### src/rtl/apb_initiator_pkg.sv
// Shared types and defaults for the APB4 requester and its watchdog.
package apb_initiator_pkg;

  typedef enum logic [1:0] {
    ST_IDLE   = 2'd0,
    ST_SETUP  = 2'd1,
    ST_ACCESS = 2'd2
  } apb_state_e;

  localparam int DEF_BUS_WIDTH  = 64;
  localparam int DEF_ADDR_WIDTH = 32;
  localparam int DEF_NTARGETS   = 1;
  localparam int DEF_TIMEOUT    = 256;
  localparam int MAX_DIM        = 16;

  // clog2 that never returns a zero-width result
  function automatic int clog2_min1(input int n);
    return (n > 1) ? $clog2(n) : 1;
  endfunction

endpackage

### src/rtl/apb_wdog_cnt.sv
// ACCESS-phase watchdog: counts stalled cycles, flags the last permitted one.
module apb_wdog_cnt #(
  parameter int CNT_W = 9
) (
  input  logic             clk_i,
  input  logic             rst_ni,
  input  logic             clr_i,
  input  logic             en_i,
  input  logic [CNT_W-1:0] limit_i,
  output logic             expired_o
);

  logic [CNT_W-1:0] cnt;

  always_ff @(posedge clk_i or negedge rst_ni) begin
    if (!rst_ni)    cnt <= '0;
    else if (clr_i) cnt <= '0;
    else if (en_i)  cnt <= cnt + CNT_W'(1);
  end

  // limit of zero disables the watchdog entirely
  assign expired_o = (limit_i != '0) && (cnt == limit_i - CNT_W'(1));

endmodule

### src/rtl/apb_initiator.sv
// APB4 requester: one valid/ready command in, one SETUP/ACCESS transfer out, one response pulse back.
module apb_initiator
  import apb_initiator_pkg::*;
#(
  parameter  int BUS_WIDTH      = DEF_BUS_WIDTH,
  parameter  int ADDR_WIDTH     = DEF_ADDR_WIDTH,
  parameter  int NTARGETS       = DEF_NTARGETS,
  parameter  int TIMEOUT_CYCLES = DEF_TIMEOUT,
  localparam int STRB_W         = BUS_WIDTH / 8,
  localparam int TGT_W          = clog2_min1(NTARGETS),
  localparam int CNT_W          = clog2_min1(TIMEOUT_CYCLES + 1)
) (
  input  logic                  clk_i,
  input  logic                  rst_ni,
  input  logic                  cmd_valid_i,
  output logic                  cmd_ready_o,
  input  logic                  cmd_write_i,
  input  logic [ADDR_WIDTH-1:0] cmd_addr_i,
  input  logic [BUS_WIDTH-1:0]  cmd_wdata_i,
  input  logic [STRB_W-1:0]     cmd_strb_i,
  input  logic [TGT_W-1:0]      cmd_tgt_i,
  output logic                  rsp_valid_o,
  output logic [BUS_WIDTH-1:0]  rsp_rdata_o,
  output logic                  rsp_err_o,
  output logic                  rsp_timeout_o,
  output logic [NTARGETS-1:0]   psel_o,
  output logic                  penable_o,
  output logic                  pwrite_o,
  output logic [ADDR_WIDTH-1:0] paddr_o,
  output logic [BUS_WIDTH-1:0]  pwdata_o,
  output logic [STRB_W-1:0]     pstrb_o,
  input  logic                  pready_i,
  input  logic                  pslverr_i,
  input  logic [BUS_WIDTH-1:0]  prdata_i
);

  apb_state_e          state;
  logic                bad_pend;
  logic                accept;
  logic                tgt_ok;
  logic                wdog_exp;
  logic [NTARGETS-1:0] sel_dec;

  for (genvar g = 0; g < NTARGETS; g++) begin : g_sel
    assign sel_dec[g] = (cmd_tgt_i == TGT_W'(g));
  end

  assign tgt_ok = ({1'b0, cmd_tgt_i} < (TGT_W + 1)'(NTARGETS));

  // A bad-target command accepted on a completion edge owes its error response one
  // cycle later; hold off new commands until that pulse has gone out.
  assign cmd_ready_o = ((state == ST_IDLE) && !bad_pend) || ((state == ST_ACCESS) && pready_i);
  assign accept      = cmd_valid_i && cmd_ready_o;

  apb_wdog_cnt #(.CNT_W(CNT_W)) u_wdog (
    .clk_i     (clk_i),
    .rst_ni    (rst_ni),
    .clr_i     (state == ST_SETUP),
    .en_i      ((state == ST_ACCESS) && !pready_i),
    .limit_i   (CNT_W'(TIMEOUT_CYCLES)),
    .expired_o (wdog_exp)
  );

  always_ff @(posedge clk_i or negedge rst_ni) begin
    if (!rst_ni) begin
      state         <= ST_IDLE;
      bad_pend      <= 1'b0;
      psel_o        <= '0;
      penable_o     <= 1'b0;
      pwrite_o      <= 1'b0;
      paddr_o       <= '0;
      pwdata_o      <= '0;
      pstrb_o       <= '0;
      rsp_valid_o   <= 1'b0;
      rsp_rdata_o   <= '0;
      rsp_err_o     <= 1'b0;
      rsp_timeout_o <= 1'b0;
    end else begin
      rsp_valid_o <= 1'b0;
      if (bad_pend) begin
        rsp_valid_o   <= 1'b1;
        rsp_err_o     <= 1'b1;
        rsp_timeout_o <= 1'b0;
        rsp_rdata_o   <= '0;
        bad_pend      <= 1'b0;
      end
      case (state)
        ST_SETUP: begin
          penable_o <= 1'b1;
          state     <= ST_ACCESS;
        end
        ST_ACCESS: begin
          if (pready_i) begin
            rsp_valid_o   <= 1'b1;
            rsp_err_o     <= pslverr_i;
            rsp_timeout_o <= 1'b0;
            rsp_rdata_o   <= pwrite_o ? '0 : prdata_i;
            psel_o        <= '0;
            penable_o     <= 1'b0;
            state         <= ST_IDLE;
          end else if (wdog_exp) begin
            rsp_valid_o   <= 1'b1;
            rsp_err_o     <= 1'b1;
            rsp_timeout_o <= 1'b1;
            rsp_rdata_o   <= '0;
            psel_o        <= '0;
            penable_o     <= 1'b0;
            state         <= ST_IDLE;
          end
        end
        default: ;
      endcase
      // A new command overrides the return-to-idle above, keeping psel high into SETUP.
      if (accept) begin
        if (tgt_ok) begin
          state     <= ST_SETUP;
          psel_o    <= sel_dec;
          penable_o <= 1'b0;
          pwrite_o  <= cmd_write_i;
          paddr_o   <= cmd_addr_i;
          pwdata_o  <= cmd_wdata_i;
          pstrb_o   <= cmd_write_i ? cmd_strb_i : '0;
        end else if (state == ST_IDLE) begin
          rsp_valid_o   <= 1'b1;
          rsp_err_o     <= 1'b1;
          rsp_timeout_o <= 1'b0;
          rsp_rdata_o   <= '0;
        end else begin
          bad_pend <= 1'b1;
        end
      end
    end
  end

endmodule

### config.mk
export PLATFORM = sky130hd
export DESIGN_NAME = apb_initiator
export DESIGN_NICKNAME = d
export VERILOG_FILES = /design/src/rtl/apb_initiator_pkg.sv /design/src/rtl/apb_wdog_cnt.sv /design/src/rtl/apb_initiator.sv
export SDC_FILE = /design/constraint.sdc
export NUM_CORES = 1
export LEC_CHECK = 0
export BUFFER_PORTS_ARGS = -buffer_cell sky130_fd_sc_hd__buf_4
export CAP_MARGIN = 20
export CORE_MARGIN = 2
export CORE_UTILIZATION = 29
export CTS_BUF_LIST = sky130_fd_sc_hd__clkbuf_4
export CTS_CLUSTER_SIZE = 25
export DETAILED_ROUTE_END_ITERATION = 8
export PLACE_DENSITY = 0.55
export SLEW_MARGIN = 30
export SYNTH_ARGS = -nofsm -noshare
export SYNTH_HDL_FRONTEND = slang
export SYNTH_SLANG_ARGS = --single-unit
### constraint.sdc
create_clock -name clk_i -period 1.85 [get_ports clk_i]
set_clock_uncertainty 0.1 [all_clocks]
set_input_delay 0.0925 -clock clk_i [delete_from_list [all_inputs] [get_ports clk_i]]
set_output_delay 0.0925 -clock clk_i [all_outputs]
set_load 0.01 [all_outputs]
After elaboration in Yosys (flattened, before gate mapping)
Index checks and enable logic that the tools add are counted.
Widths: inputs -> output; s select.
{ "word_totals": {"register_bits": 186, "input_bits": 175, "word_cells": 79, "out_inout_bits": 175} }
{ "op_classes": {"muxes": 50, "n_reduce_logical": 10, "addsub": 1, "n_bitwise": 1, "n_lt_le_gt_ge": 1, "eq_ne": 3} }
{ "ops": {"columns": ["op", "count"], "rows": [
  ["$mux 64", 8],
  ["$mux 1", 33],
  ["$mux 9", 2],
  ["$add 9x1->9 const B", 1],
  ["$eq 9x8->1 const B", 1],
  ["$mux 2", 4],
  ["$mux 8", 1],
  ["$logic_and 1x1->1", 4],
  ["$pmux 2 s2", 1],
  ["$eq 2x1->1 const B", 1],
  ["$eq 2x2->1 const B", 1],
  ["$logic_not 1->1", 2],
  ["$logic_not 2->1", 1],
  ["$pmux 1 s2", 1],
  ["$reduce_and 2->1", 1],
  ["$reduce_bool 2->1", 1],
  ["$logic_or 1x1->1", 1],
  ["$lt 1x1->1 const B", 1],
  ["$not 1->1", 1]
]} }

Longest topological paths before layout
{ "depth": {"ltp_word": 7, "ltp_mapped": 9, "ltp_nobuf": 7} }

Modules after synthesis
From an unflattened synthesis, not the netlist that was laid out.
{ "unflattened": {"cells_unflattened": 579, "area_unflattened_um2": 7474.7} }
{ "by_module_without_submodules": {"columns": ["mod", "cells_per_inst", "seq_area_each_um2", "area_per_inst_um2", "n_inst"], "rows": [
  ["apb_initiator", 498, 4429.2, 6782.8, 1],
  ["apb_wdog_cnt", 81, 225.2, 691.9, 1]
]} }

Worst setup path before layout
Ideal clock, no wire load.
{ "synth_path": {"path_kind": "reg-to-reg", "startpoint": "register state[0]", "endpoint": "register paddr_o[19]", "path_buffers": 2, "arrival_time_ns": 1.659, "required_ns": 1.625, "path_stages_with_launch": 8, "slack_ns": -0.034, "cell_sequence": "dfrtp_1 > inv_1 > ha_1 > buf_2 > nand2_1 > a21oi_4 > buf_4 > mux2_2"} }
{ "synth_via": {"elab_chain_cells": 5, "word_cells_on_any_way": 7, "classes_between": "eq/ne: 1; reduce/logical: 6"} }
{ "synth_rtl": {"columns": ["element", "line", "source"], "rows": [
  ["start: declaration", "apb_initiator.sv:37", "apb_state_e state;"],
  ["start signal: assignment", "apb_initiator.sv:66", "state <= ST_IDLE;"],
  ["start signal: assignment", "apb_initiator.sv:90", "state <= ST_ACCESS;"],
  ["start signal: assignment", "apb_initiator.sv:100", "state <= ST_IDLE;"],
  ["$eq 2x2->1 or $logic_not 2->1 (tied branches)", "apb_initiator.sv:52", "assign cmd_ready_o = ((state == ST_IDLE) && !bad_pend) || ((state == ST_ACCESS) && pready_i);"],
  ["$logic_and 1x1->1", "apb_initiator.sv:52", null],
  ["$logic_or 1x1->1 *", "apb_initiator.sv:52", null],
  ["$logic_and 1x1->1 *", "apb_initiator.sv:53", "assign accept = cmd_valid_i && cmd_ready_o;"],
  ["$reduce_and 2->1 (no line) *", null, null],
  ["end signal: assignment", "apb_initiator.sv:120", "paddr_o <= cmd_addr_i;"],
  ["end: declaration", "apb_initiator.sv:29", "output logic [ADDR_WIDTH-1:0] paddr_o,"]
]} }
Mark *: on every way between the ends. The rest lies on a longest branch, timed or not.
A chain may end at the register's enable or synchronous reset.

Worst setup path after layout
{ "layout_path": {"startpoint": "register u_wdog.cnt[0]", "endpoint": "register rsp_rdata_o[4]"} }
{ "layout_via": {"elab_chain_cells": 7} }
{ "layout_rtl": {"columns": ["element", "line", "source"], "rows": [
  ["start: declaration", "apb_wdog_cnt.sv:13", "logic [CNT_W-1:0] cnt;"],
  ["start signal: assignment", "apb_wdog_cnt.sv:18", "else if (en_i) cnt <= cnt + CNT_W'(1);"],
  ["$eq 9x8->1 *", "apb_wdog_cnt.sv:22", "assign expired_o = (limit_i != '0) && (cnt == limit_i - CNT_W'(1));"],
  ["$mux 64 *", "apb_initiator.sv:101", "end else if (wdog_exp) begin"],
  ["$mux 64 *", "apb_initiator.sv:93", "if (pready_i) begin"],
  ["$mux 64 *", "apb_initiator.sv:87", "case (state)"],
  ["$mux 64", "apb_initiator.sv:123", "end else if (state == ST_IDLE) begin"],
  ["$mux 64", "apb_initiator.sv:115", "if (tgt_ok) begin"],
  ["$mux 64 *", "apb_initiator.sv:114", "if (accept) begin"],
  ["end signal: assignment", "apb_initiator.sv:97", "rsp_rdata_o <= pwrite_o ? '0 : prdata_i;"],
  ["end: declaration", "apb_initiator.sv:23", "output logic [BUS_WIDTH-1:0] rsp_rdata_o,"]
]} }
Marks and branches as above.

==> flow_summary_export.csv <==
group,metric,value,unit
detailed_routing,ant_nets,0,
min_path,hold_path.class,"in -> reg",
timing,worstMarginPinSlew,0.495,ns
synthesis,ys_types,37,
global_route,grt_use_total,16.8,%
power,p_per_area,1160,nW/µm²
finish,regArea,4650,µm²
global_route,grt_max_degree,55,
finish,drive_above_1_share,52.2,%
detailed_routing,drcViolationCount,0,
timing,slew_viol_final,0,
detailed_routing,routed_wirelength,24600,µm
synthesis,netlist_top_cells_area,"dfrtp_1 (63%), mux2_2 (15%), a32oi_1 (7.6%), nor2_1 (3.6%), mux2i_1 (1.2%)",
place,place_inst,1216,
synthesis,netlist.area_leader.share,63.3,%
global_route,antenna_found_initial,2,
floorplan,rows,58,
clocking,numCtsBuffers,17,
synthesis,syn_nets,729,
timing,rsz0062_at_grt,"yes",
detailed_routing,routed_via_density,4.64,
finish,fin_area,13700,µm²
setup_path,cp.arrival,2.27,ns
detailed_routing,dr.pass1.iters,4,
synthesis,synth_top_flop_cell,"dfrtp_1",
detailed_routing,num_vias,6786,
synthesis,synth-edff-count,0,
timing,fin_crit_sh,102,%
timing,setup_ws,-0.0346,ns
detailed_routing,drtIter0Drc,375,
setup_path,cp.required,2.24,ns
global_route,grt_pass1_vias,6874,
power,vdd_ir_drop_max,0.000803,V
synthesis,syn_avg_cell_area,13.4,µm²
setup_path,max_stage_delay,0.42,ns
finish,fin_cells,1463,
clocking,clk_path_buf_depth,2,
synthesis,synth_seq_area_share,63.3,%
finish,fillCellCount,2099,
place,routabilityCongestion,0.762,
power,p_leak,6.49,nW
run,drv_cap,0,
setup_path,reg2reg_depth,9,
timing,hold_violations,0,
finish,multi_input_area,2940,µm²
synthesis,ys_ff_latch,186,
setup_path,end_kind,"flop",
timing,period_needed,1.88,ns
floorplan,dieArea,26700,µm²
synthesis,ys_async_sr_fraction,100,%
setup_path,crit_path_frequent_cell,"ha_2",
timing,max_freq,0.531,GHz
clocking,cts.root.buffer_cell,"clkbuf_4",
finish,syn2layout_area_growth,85.9,%
clocking,cts_tree,"yes",
timing,maxSlewHeadroom,67.0,%
floorplan,start_util,29.4,%
floorplan,pin_count,350,
min_path,hold_depth,3,
outcome,violations,"setup timing",
clocking,cts_sinks,186,
setup_path,worstPathMaxFanout,6,
synthesis,synth_area,7360,µm²
synthesis,ys_warn_count,0,
timing,hold-worst-slack,0.179,ns
place,hpwl,15500,µm
setup_path,start_kind,"flop",
clocking,htreeDepth,4,
place,post-place-ws,-0.00570,ns
floorplan,die_h,163,µm
setup_path,crit_chain,"ha_2, nand3_2, nor2_2, ha_2, o21ai_4, buf_8, clkbuf_16, a32oi_2, nor2_1",
setup_path,slowest_stage,"dfrtp_1",
clocking,clkLatencyLatePin,0.54,ns
outcome,status,"finished, violations left",
global_route,grt.overflow.total,0,
synthesis,syn_inst,548,
floorplan,core_area,25000,µm²
timing,setup_viol,18,
floorplan,fp.dieW,163,µm
global_route,grt_pass1_wl,35500,µm
detailed_routing,routedWlPerCell,16.8,µm
setup_path,path_class,"reg -> reg",
finish,fin_util,54.6,%
place,postPlaceCellArea,10600,µm²
clocking,clkTransAtPathRegs,0.20,ns
place,port_buffers,349,
synthesis,synth_largest_area_cell,"dfrtp_1",
finish,final_nets,1299,
through the flow:
step                      power (mW)  TNS (ns)
after detailed placement        12.5   -0.0170
final                           15.8    -0.234
after global routing            16.8     -6.90
after global placement          12.4         0
after CTS                       15.2     -1.28
after floorplan                 8.98     -2.68
routing by layer:
metal / track usage, % / part of all wire, % / wire length [µm]
met1: 20.1 / 39 / 9580
met2: 29.0 / 51 / 12700
met3: 4.75 / 7.3 / 1790
met4: 5.91 / 2.3 / 572
met5: 0 / 0 / 0
layout make-up:
type	instances	share of cell area [%]
inverters	15	0.412
well taps	330	3.02
repair buffers	594	38.9
clock inverters	14	1.13
flip-flops and latches	186	34.0
clock buffers	18	0.988
diodes	2	0.0366
multi-input cells	304	21.5
where the power goes:
part | internal, mW | switching [mW]
clock | 0.640 | 1.63
sequential | 5.55 | 0.917
combinational | 4.26 | 2.84
total | 10.5 | 5.38
logic make-up after synthesis:
| kind of cell | after synthesis | synth area share [%] |
|---|---|---|
| adder cells (fa/ha/maj) | 6 | 1.02 |
| AO/OA/AOI/OAI | 86 | 9.51 |
| flip-flops | 186 | 63.3 |
| buffers and inverters | 58 | 3.78 |
| XOR/XNOR | 2 | 0.238 |
| multiplexers | 106 | 16.1 |
| AND/OR/NAND/NOR | 104 | 6.12 |
worst paths after layout:
check                                from              end  slack (ns)
min reg2reg                        psel_o           psel_o        0.40
max in group asynchronous          rst_ni       paddr_o[0]        0.50
max reg2reg                 u_wdog.cnt[0]   rsp_rdata_o[4]       -0.03
min in group asynchronous          rst_ni  rsp_rdata_o[37]        0.48
min                        cmd_addr_i[23]      paddr_o[23]        0.18
max                         u_wdog.cnt[0]   rsp_rdata_o[4]       -0.03
synth_stat cells (2+ instances only):
library cell	count
mux2_1	2
buf_1	8
inv_1	15
ha_1	6
nand3_1	4
nand2b_1	2
mux2i_1	9
or3_1	3
dfrtp_1	186
a32oi_1	64
nor3b_1	2
nand4b_1	2
a21oi_1	8
or4_1	2
a211oi_1	2
buf_4	10
nor2_1	70
o21ai_0	5
nand2_1	13
clkbuf_1	12
o31ai_1	2
mux2_2	95
buf_2	12
worst max-delay path, delay by kind of cell (launching register included):
family,cells,cell delay (ns)
AO/OA/AOI/OAI,2,0.32
adder cells (fa/ha/maj),2,0.41
buffers and inverters,2,0.35
flip-flops,1,0.42
AND/OR/NAND/NOR,3,0.23
sequential cells by signal, indices dropped and copies added, names as in the netlist:
register,count
rsp_err_o,1
penable_o,1
rsp_valid_o,1
paddr_o,32
rsp_timeout_o,1
rsp_rdata_o,64
u_wdog.cnt,9
pstrb_o,8
state,2
bad_pend,1
psel_o,1
pwdata_o,64
pwrite_o,1
layout by cell type, fill, tap and decap left out, drive strengths merged, types with 2 or more instances in the layout:
cell type    instances
nor2                70
buf                399
o21ai                6
nand2               13
mux2i                9
or3                  3
a211oi               2
dlygate4sd3        186
nand4b               2
dfrtp              186
clkinv               6
inv                 23
nor3b                2
o31ai                2
clkbuf              27
nand3                4
nand2b               2
mux2                97
a32oi               64
diode                2
a21oi                9
or4                  2
ha                   6
repair_timing:
item | 4_1_cts | 5_1_grt
setup endpoints to repair | 57 | 168
resized for setup | 8 | 103
pin swaps | 0 | 60
cloned | 0 | 10
hold endpoints to repair | 370 | 0
buffers inserted | 2 | 15
hold buffers | 186 | 0
Note: power is estimated with default switching activity, not from simulation.
